File: src/rtl/chan_err_pkg.sv
// Shared types and constants for the channel error injector.
package chan_err_pkg;

  typedef enum logic [1:0] {
    MODE_OFF      = 2'd0,
    MODE_PERIODIC = 2'd1,
    MODE_ONESHOT  = 2'd2,
    MODE_RANDOM   = 2'd3
  } mode_e;

  localparam int LFSR_W = 16;
  // Taps 16,14,13,11 expressed as bit positions 15,13,12,10.
  localparam logic [LFSR_W-1:0] LFSR_TAPS     = 16'hB400;
  localparam logic [LFSR_W-1:0] LFSR_SEED_DEF = 16'hACE1;

endpackage

File: src/rtl/err_lfsr.sv
// 16-bit Fibonacci LFSR; shifts left once per step, feedback into bit 0.
module err_lfsr
  import chan_err_pkg::*;
#(
  parameter logic [LFSR_W-1:0] SEED = LFSR_SEED_DEF
) (
  input  logic              clk,
  input  logic              rst,
  input  logic              step,
  output logic [LFSR_W-1:0] state
);

  logic fb;
  assign fb = ^(state & LFSR_TAPS);

  always_ff @(posedge clk) begin
    if (rst) begin
      state <= SEED;
    end else if (step) begin
      state <= {state[LFSR_W-2:0], fb};
    end
  end

endmodule

File: src/rtl/chan_err_injector.sv
// Channel impairment stage between encoder and Viterbi decoder: corrupts symbols
// in OFF / PERIODIC / ONESHOT / RANDOM mode and keeps saturating statistics.
module chan_err_injector
  import chan_err_pkg::*;
#(
  parameter int          SYM_W     = 2,
  parameter int          POS_W     = 8,
  parameter int          CNT_W     = 16,
  parameter logic [15:0] LFSR_SEED = 16'hACE1
) (
  input  logic             clk,
  input  logic             rst,
  input  logic             valid_i,
  input  logic [SYM_W-1:0] sym_i,
  output logic             valid_o,
  output logic [SYM_W-1:0] sym_o,
  output logic             err_flag_o,
  input  logic             cfg_load_i,
  input  logic [1:0]       cfg_mode_i,
  input  logic [POS_W-1:0] cfg_period_i,
  input  logic [POS_W-1:0] cfg_start_i,
  input  logic [POS_W-1:0] cfg_burst_i,
  input  logic [SYM_W-1:0] cfg_mask_i,
  input  logic [7:0]       cfg_thresh_i,
  input  logic             trigger_i,
  input  logic             clr_cnt_i,
  output logic             busy_o,
  output logic [CNT_W-1:0] sym_count_o,
  output logic [CNT_W-1:0] inj_count_o,
  output logic [CNT_W-1:0] bit_count_o
);

  mode_e             cfg_mode;
  logic [POS_W-1:0]  cfg_period, cfg_start, cfg_burst;
  logic [SYM_W-1:0]  cfg_mask;
  logic [7:0]        cfg_thresh;
  logic [POS_W-1:0]  pos, shot, shot_eff, period_m1;
  logic [POS_W:0]    burst_end;
  logic [LFSR_W-1:0] lfsr;
  logic              mode_hit, hit, inj;

  err_lfsr #(.SEED(LFSR_SEED)) u_lfsr (
    .clk   (clk),
    .rst   (rst),
    .step  (valid_i),
    .state (lfsr)
  );

  function automatic logic [CNT_W-1:0] popcnt(input logic [SYM_W-1:0] m);
    logic [CNT_W-1:0] c;
    c = '0;
    for (int k = 0; k < SYM_W; k++) c = c + CNT_W'(m[k]);
    return c;
  endfunction

  function automatic logic [CNT_W-1:0] sat_add(input logic [CNT_W-1:0] a,
                                               input logic [CNT_W-1:0] b);
    logic [CNT_W:0] s;
    s = {1'b0, a} + {1'b0, b};
    return s[CNT_W] ? {CNT_W{1'b1}} : s[CNT_W-1:0];
  endfunction

  // period=0 gives period_m1 = all-ones, i.e. wrap at 2^POS_W.
  assign period_m1 = cfg_period - POS_W'(1);
  assign burst_end = {1'b0, cfg_start} + {1'b0, cfg_burst};
  assign shot_eff  = (trigger_i && cfg_mode == MODE_ONESHOT) ? cfg_burst : shot;
  assign busy_o    = (shot != '0);

  always_comb begin
    mode_hit = 1'b0;
    case (cfg_mode)
      MODE_PERIODIC: mode_hit = (pos >= cfg_start) && ({1'b0, pos} < burst_end);
      MODE_ONESHOT:  mode_hit = (shot_eff != '0);
      MODE_RANDOM:   mode_hit = (lfsr[7:0] < cfg_thresh);
      default:       mode_hit = 1'b0;
    endcase
  end

  assign hit = valid_i && !cfg_load_i && mode_hit;
  assign inj = hit && (cfg_mask != '0);

  always_ff @(posedge clk) begin
    if (rst) begin
      valid_o     <= 1'b0;
      sym_o       <= '0;
      err_flag_o  <= 1'b0;
      sym_count_o <= '0;
      inj_count_o <= '0;
      bit_count_o <= '0;
      cfg_mode    <= MODE_OFF;
      cfg_period  <= '0;
      cfg_start   <= '0;
      cfg_burst   <= '0;
      cfg_mask    <= '0;
      cfg_thresh  <= '0;
      pos         <= '0;
      shot        <= '0;
    end else begin
      valid_o    <= valid_i;
      err_flag_o <= inj;
      if (valid_i) sym_o <= sym_i ^ (hit ? cfg_mask : '0);

      sym_count_o <= sat_add(clr_cnt_i ? '0 : sym_count_o, CNT_W'(valid_i));
      inj_count_o <= sat_add(clr_cnt_i ? '0 : inj_count_o, CNT_W'(inj));
      bit_count_o <= sat_add(clr_cnt_i ? '0 : bit_count_o, inj ? popcnt(cfg_mask) : '0);

      if (cfg_load_i) begin
        cfg_mode   <= mode_e'(cfg_mode_i);
        cfg_period <= cfg_period_i;
        cfg_start  <= cfg_start_i;
        cfg_burst  <= cfg_burst_i;
        cfg_mask   <= cfg_mask_i;
        cfg_thresh <= cfg_thresh_i;
        pos        <= '0;
        shot       <= '0;
      end else begin
        if (valid_i) pos <= (pos == period_m1) ? '0 : pos + POS_W'(1);
        shot <= (valid_i && shot_eff != '0) ? shot_eff - POS_W'(1) : shot_eff;
      end
    end
  end

endmodule

File: config.mk
export PLATFORM = sky130hd
export DESIGN_NAME = chan_err_injector
export DESIGN_NICKNAME = d
export VERILOG_FILES = /design/src/rtl/chan_err_pkg.sv /design/src/rtl/err_lfsr.sv /design/src/rtl/chan_err_injector.sv
export SDC_FILE = /design/constraint.sdc
export NUM_CORES = 1
export LEC_CHECK = 0
export CORE_UTILIZATION = 55
export CTS_BUF_LIST = sky130_fd_sc_hd__clkbuf_8 sky130_fd_sc_hd__clkbuf_16
export DETAILED_ROUTE_END_ITERATION = 6
export GPL_TIMING_DRIVEN = 0
export HOLD_SLACK_MARGIN = 0.05
export PLACE_DENSITY = 0.87
export SKIP_CTS_REPAIR_TIMING = 1
export SYNTH_ARGS = -nofsm -noshare
export SYNTH_HDL_FRONTEND = slang
export SYNTH_SLANG_ARGS = --single-unit
File: constraint.sdc
create_clock -name clk -period 7.3 [get_ports clk]
set_input_delay 0.73 -clock clk [delete_from_list [all_inputs] [get_ports clk]]
set_output_delay 0.73 -clock clk [all_outputs]
set_load 0.02 [all_outputs]
==> summary.txt <==
STA
  – F_max: 163 MHz
  – Worst Tran Pin Value: 0.816 ns
  – RSZ-0062 raised after global routing: no
  – Final TNS setup: 0 ns
  – Rel. slew slack: 0.451
  – Final min period: 6.15 ns
  – Layout Skew: 0.00751 ns
  – Crit share post-route: 0.842
  – Final hold violations: 0
  – Setup Viol. Count Final: 0
  – Fin. max-slew vios: 0

Power and ir drop
  – Pwr Density: 216 nW/um^2
  – LEAKAGE: 3.37 nW
  – Final Total Pwr: 1.79 mW
  – Max VDD drop: 157 uV

Setup path
  – Worst Setup Start Kind: register
  – Worst-path maximum fanout: 10
  – Crit path kind: register to register
  – Crit path DAT: 6.50 ns
  – Critical Path RT: 7.65 ns
  – Setup crit end kind: register

Routing
  – Vias: 5808
  – Residual DRC: 4
  – ANT nets after route: 0
  – Pre-Repair DR Iteration Count: 7
  – Drt first-iter violations: 440
  – Mean routed wirelength per cell: 15.5 um
  – Via-per-instance ratio: 5.67
  – WL final: 15900 um

Cells and area
  – Share of post-route cells with drive strength above 1: 0.0578
  – Final #Nets: 958
  – FILL cells: 867
  – Commonest non-fill, non-tap cell in the layout: dfxtp_1
  – Diode count: 0
  – Final std cells w/o fill: 1025
  – Most frequent cells in the layout: dfxtp_1 (120), nor2_1 (110), clkdlybuf4s50_1 (96)
  – Final instance area: 8320 sq um
  – Area growth, synth to finish: 26.2%

Clocking
  – CTS buffer count: 17
  – Later-pin clock latency in the skew report: 0.42 ns
  – Clock slew at reported path FFs: 0.05 ns
  – CTS sink cnt: 120
  – Max Root-Sink Buffers: 2
  – H-tree levels: 4
  – CTS tree: yes
  – Root Buffer: clkbuf_16

Yosys
  – Yosys top cell area share: 0.364
  – Cell Area, Synth: 6590 sq um
  – Simple-gate portion of the synthesized area: 0.239
  – Synth area leaders: dfxtp_1 (36%), mux2i_1 (9.4%), ha_1 (8.0%)
  – Main combinational cell family by area after synthesis: simple AND/OR/NAND/NOR gates
  – EDFF count, synth: 0
  – Synthesis-stage register bit count: 120
  – Synth Instances: 755
  – Yosys top cell by area: dfxtp_1
  – Post-synthesis adder-cell area fraction: 0.0858
  – Synth unique cells: 59
  – Syn_nets: 843
  – Compound-Gate Fraction of Synth Area: 0.0926
  – Async S/R FF share, synth: 0
  – Ys flop type: dfxtp_1
  – Synth Area in XOR/XNOR: 0.0771
  – Multiplexer share of the synthesized area: 0.0976
  – Synth warn: 0
  – Sequential element share of the synthesized area: 0.364
  – Syn Area/Cell: 8.73 sq um

Hold path
  – HP Class: register to register

Run status
  – Failing checks: design-rule violations
  – Status: complete, but fails checks

Global routing
  – Total track usage: 0.263
  – Vias in the first global route: 5433
  – Total gr overflow: 0
  – First-pass GRT wire length: 26000 um
  – Antenna violations before repair: 0
  – Largest net degree at the start of global routing: 17

Place
  – IO Port Bufs: 96
  – Placed instance area: 7730 sq um
  – DP Wirelength: 11300 um
  – RD Place Congestion: 0.909
  – Placed Instances: 994

Die
  – Chip width: 111 um
  – Core Region: 11600 sq um
  – Initial Utilization: 0.570
  – Die footprint: 12400 sq um
  – DIE HEIGHT: 111 um
  – FP Rows: 39
  – I/O Pins: 97

Job
  – Number of max-cap violations: 0
state kept, by name (all words and copies together), names as in the netlist:
register / count
bit_count_o: 16
cfg_burst: 8
cfg_mask: 2
cfg_mode: 2
cfg_period: 8
cfg_start: 8
cfg_thresh: 8
err_flag_o: 1
inj_count_o: 16
pos: 8
shot: 8
sym_count_o: 16
sym_o: 2
u_lfsr.state: 16
valid_o: 1
synth_stat cells (10+ instances only):
cell	instances
nand2b_1	21
nand4_1	17
a21oi_1	48
inv_1	37
nor2b_1	19
clkbuf_1	25
dfxtp_1	120
nor2_1	110
mux2i_1	62
ha_1	42
nor3_1	13
nand3_1	24
nand2_1	35
xnor2_1	38
nor4_1	10
o21ai_0	11
xor2_1	20
kinds of logic after synthesis:
family                   after synthesis
AND/OR/NAND/NOR                      301
AO/OA/AOI/OAI                         96
adder cells (fa/ha/maj)               44
buffers and inverters                 72
multiplexers                          64
flip-flops                           120
XOR/XNOR                              58
per-layer routing:
layer	vias to the layer above	track usage	share of wire
met5	-	0	0
met4	0	0.0991	0.025
met3	43	0.0631	0.060
met2	181	0.440	0.48
met1	2747	0.330	0.43
li1	2837	-	-
critical path: stages, from the launching register on:
cell      delay [ns]
dfxtp_1         0.42
ha_1            0.26
a21o_1          0.18
a21oi_1         0.23
o21bai_1        0.10
a21oi_1         0.26
o21ai_0         0.16
xnor2_1         0.15
ha_1            0.29
and3_1          0.20
a221oi_1        0.25
o21ai_0         0.18
a311oi_1        0.61
nor2_1          0.22
or3b_1          0.44
fa_1            0.53
or4_4           0.58
or3_1           0.41
or2_4           0.29
buf_6           0.15
o21a_1          0.10
nor2_1          0.07
final cells by class:
| cell class | instances | area, sq um | share of cell area |
|---|---|---|---|
| Clock inverter | 10 | 104 | 0.0125 |
| Tap cell | 143 | 179 | 0.0215 |
| Timing Repair Buffer | 96 | 961 | 0.116 |
| Buffer | 34 | 145 | 0.0175 |
| Multi-Input combinational cell | 563 | 3900 | 0.469 |
| Inverter | 38 | 143 | 0.0172 |
| Sequential cell | 120 | 2400 | 0.289 |
| Clock buffer | 21 | 480 | 0.0578 |
power breakdown:
group,internal [mW],leakage [nW],switching [mW]
logic,0.128,2.10,0.143
registers,0.683,0.979,0.0257
clock network,0.530,0.291,0.285
total,1.34,3.37,0.454
stage by stage:
| stage | setup WS, ns | util | hold WS, ns |
|---|---|---|---|
| after floorplan | 2.03 | - | 0.441 |
| after global placement | 1.33 | 0.669 | 0.456 |
| after detailed placement | 1.27 | 0.669 | 0.464 |
| after CTS | 1.20 | 0.719 | 0.475 |
| after global routing | 0.730 | 0.719 | 0.496 |
| final | 1.15 | 0.719 | 0.468 |
worst paths after layout:
kind / startpoint / to / slack, ns / depth (start not counted)
worst min-delay path: u_lfsr.state[11]$_SDFFE_PP1P_ / u_lfsr.state[11]$_SDFFE_PP1P_ / 0.47 / 2
worst min register to register: u_lfsr.state[11]$_SDFFE_PP1P_ / u_lfsr.state[11]$_SDFFE_PP1P_ / 0.47 / 2
worst max register to register: cfg_burst[1]$_SDFFE_PP0P_ / bit_count_o[11]$_SDFF_PP0_ / 1.15 / 21
worst max-delay path: cfg_burst[1]$_SDFFE_PP0P_ / bit_count_o[11]$_SDFF_PP0_ / 1.15 / 21
Power figures use the tool's default switching activity.
==> patch 1: new RTL, same flow settings <==
`CNT_W`: 16 -> 18.
--- a/src/rtl/chan_err_injector.sv
+++ b/src/rtl/chan_err_injector.sv
@@ -5,7 +5,7 @@
 #(
   parameter int          SYM_W     = 2,
   parameter int          POS_W     = 8,
-  parameter int          CNT_W     = 16,
+  parameter int          CNT_W     = 18,
   parameter logic [15:0] LFSR_SEED = 16'hACE1
 ) (
   input  logic             clk,
Ports: changed (resized bit_count_o, inj_count_o and sym_count_o); port bits go from 97 to 103. No check against the original RTL was run, so the function may have changed too.
==> patch 1 against the original RTL <==
Die area up 4.1%; sequential cell count is 6 higher; via count is 7.4% higher; power is 0.82% higher; wire length increased by 8.1%; final area is 4.0% higher; worst setup slack worse by 170 ps; critical endpoint is now bit_count_o[0]$_SDFF_PP0_; synthesized area increased by 4.1%.
==> patch 1: results (changes against the original RTL) <==
[global_routing]
grt.total_usage_pct=28.15  ; was 26.34%
grt_pass1_wl_um=28520  ; was 26040 um
use_met2_pct=45.69  ; was 43.96%
grt_pass1_vias=5890  ; was 5433
gr-usage-met3_pct=6.748  ; was 6.315%
grt_use_met1_pct=36.03  ; was 32.99%

[drt]
met3RoutedLength_um=1077  ; was 952 um
met1Wirelength_um=7666  ; was 6886 um
drt-initial-drc-count=549  ; was 440
wl_um=17230  ; was 15930 um
firstDrtPassIters=5  ; was 7

[timing]
layout_min_cycle_time_ps=6323  ; was 6150 ps
worstMarginPinSlew_ps=994.1  ; was 815.8 ps
skew_ps=8.539  ; was 7.514 ps

[yosys]
synth_commonest_cells=126 x dfxtp_1, 106 x nor2_1, 60 x mux2i_1, 46 x xnor2_1, 45 x nand2_1  ; was 120 x dfxtp_1, 110 x nor2_1, 62 x mux2i_1, 48 x a21oi_1, 42 x ha_1
synth_area_leaders=dfxtp_1 37%, mux2i_1 8.7%, ha_1 7.7%  ; was dfxtp_1 36%, mux2i_1 9.4%, ha_1 8.0%

[final_layout]
fillers=902  ; was 867
layout.nets=999  ; was 958

[place]
dpl.hpwl_um=12010  ; was 11290 um
port_buffers=102  ; was 96
placed_area_sq_um=8097  ; was 7732 sq um
place_inst=1060  ; was 994

[critical_path]
cpLargestDelayFamily=compound AO/OA/AOI/OAI gates  ; was simple AND/OR/NAND/NOR gates
regToRegSetupSlack_ps=980  ; was 1150 ps
max_stage_delay_ps=540  ; was 610 ps

[worst_hold_path]
worst_hold_path.endpoint=u_lfsr.state[15]$_SDFFE_PP1P_  ; was u_lfsr.state[11]$_SDFFE_PP1P_

[outcome]
status=finished clean  ; was finished with violations

[cts]
cts_sinks=126  ; was 120

-- patch 1: cell types whose count changed in the layout (fill, tap and decap cells not counted), moves of 6 or more --
cell / change
nand2_1: +10
dfxtp_1: +6
nand4_1: -7
o21a_1: +7
clkdlybuf4s50_1: +6
xnor2_1: +8
a21oi_1: -6
nor3_1: +8
a211oi_1: +6
-- patch 1: layout make-up --
| cell class | count | share of cell area, % |
|---|---|---|
| clock inverter | 13 | 1.157 |
| tap | 168 | 2.430 |
| sequential | 126 | 29.16 |
| buffer | 38 | 1.736 |
| inverter | 36 | 1.562 |
| timing repair buffer | 102 | 11.80 |
| multi-input combinational | 590 | 46.91 |
| clock buffer | 19 | 5.237 |
-- patch 1: tightest hold or removal path, stage by stage, from the launching register on --
cell	delay (ps)
dfxtp_1	320
mux2i_1	70
nand2_1	60
==> patch 2: new RTL, config.mk and constraints unchanged <==
Without the edit above. Make the reset (`rst`) asynchronous in 2 clocked blocks.
--- a/src/rtl/err_lfsr.sv
+++ b/src/rtl/err_lfsr.sv
@@ -13,7 +13,7 @@
   logic fb;
   assign fb = ^(state & LFSR_TAPS);
 
-  always_ff @(posedge clk) begin
+  always_ff @(posedge clk or posedge rst) begin
     if (rst) begin
       state <= SEED;
     end else if (step) begin
--- a/src/rtl/chan_err_injector.sv
+++ b/src/rtl/chan_err_injector.sv
@@ -79,7 +79,7 @@
   assign hit = valid_i && !cfg_load_i && mode_hit;
   assign inj = hit && (cfg_mask != '0);
 
-  always_ff @(posedge clk) begin
+  always_ff @(posedge clk or posedge rst) begin
     if (rst) begin
       valid_o     <= 1'b0;
       sym_o       <= '0;
Function: differs if rst is asserted again (counterexample within 4 cycles, from zero or initial values and one cycle with rst high); with rst held inactive, the same outputs for 4 cycles.
==> patch 2 against the original RTL <==
Non-clock buffer count fell by 12; count of clock-buffer cells in the layout decreased by 2; critical path type unchanged; hold slack improved by 47 ps; sequential cell count unchanged; worst setup slack better by 750 ps; clock skew is essentially flat; cell count fell by 4.2%; wire length grew 6.3%; final area is 3.7% higher; synthesized area is 3.5% higher; core utilization fell by 0.42 points.
Power is not compared: it rests on default switching activity, and its combinational part moved more than twofold at a synthesized area within 25%.
==> patch 2: results (changes against the original RTL) <==
[yosys]
synth_compound_area_share_pct=10.58  ; was 9.262%
ys_seq_area_share_pct=44.17  ; was 36.44%
synth_xor_area_share_pct=7.447  ; was 7.705%
synthArstFlopShare_pct=100.0  ; was 0%
synth_ff_type=dfrtp_1  ; was dfxtp_1
synth_fa_ha_area_share_pct=8.291  ; was 8.578%
syn-instance-count=686  ; was 755
syn_nets=774  ; was 843

[global_routing]
grt_pass1_wl_um=28170  ; was 26040 um
grt_pass1_vias=5931  ; was 5433
grt.total_usage_pct=28.41  ; was 26.34%
grt_max_degree=91  ; was 17

[timing]
worstMarginPinSlew_ps=682.5  ; was 815.8 ps
layout_min_cycle_time_ps=5397  ; was 6150 ps
skew_ps=7.597  ; was 7.514 ps

[final_layout]
fillers=820  ; was 867
final_layout_size_suffix_gt1_share_pct=11.79  ; was 5.782%
fin_cells=982  ; was 1025
layout.nets=889  ; was 958

[critical_path]
crit_arrival_ps=5730  ; was 6500 ps
crit_slowest_cell=dfrtp_1  ; was a311oi_1
cp-startpoint=cfg_burst[0]$_DFFE_PP0P_  ; was cfg_burst[1]$_SDFFE_PP0P_
r2r-end=bit_count_o[9]$_DFF_PP0_  ; was bit_count_o[11]$_SDFF_PP0_
regToRegSetupSlack_ps=1900  ; was 1150 ps
r2r_cells=24  ; was 21

[drt]
firstDrtPassIters=4  ; was 7
vias=5633  ; was 5808

[place]
gp_congestion=0.8590  ; was 0.9085
placed_area_sq_um=8015  ; was 7732 sq um
place_inst=950  ; was 994

[worst_hold_path]
hp-start=u_lfsr.state[14]$_DFFE_PP0P_  ; was u_lfsr.state[11]$_SDFFE_PP1P_
worst_hold_path.endpoint=u_lfsr.state[14]$_DFFE_PP0P_  ; was u_lfsr.state[11]$_SDFFE_PP1P_
hold_path_depth=1  ; was 2

[outcome]
status=finished clean  ; was finished with violations

-- patch 2: cell count changes after synthesis, sizes merged, moves of 10 or more --
| cell | before | now |
|---|---|---|
| dfxtp | 120 | 0 |
| dfrtp | 0 | 112 |
| nor2 | 110 | 53 |
| mux2i | 62 | 12 |
| o21ai | 12 | 57 |
| nand2 | 35 | 71 |
| mux2 | 2 | 34 |
| a21oi | 48 | 17 |
| clkbuf | 25 | 11 |
| nand4 | 18 | 6 |
| nor4 | 11 | 1 |
-- patch 2: layout make-up --
class	count	share of cell area [%]
Multi-Input combinational cell	512	41.63
Clock buffer	19	5.252
Timing Repair Buffer	96	11.35
Tap cell	168	2.438
Inverter	32	1.451
Clock inverter	13	1.799
Buffer	22	1.146
Sequential cell	120	34.94
-- patch 2: metal layers --
metal,vias to the layer above,GRT usage [%],part of all wire [%]
met5,-,0,0
met2,202,47.03,49
met4,0,14.56,3.3
li1,2614,-,-
met3,50,7.392,5.8
met1,2767,34.31,42
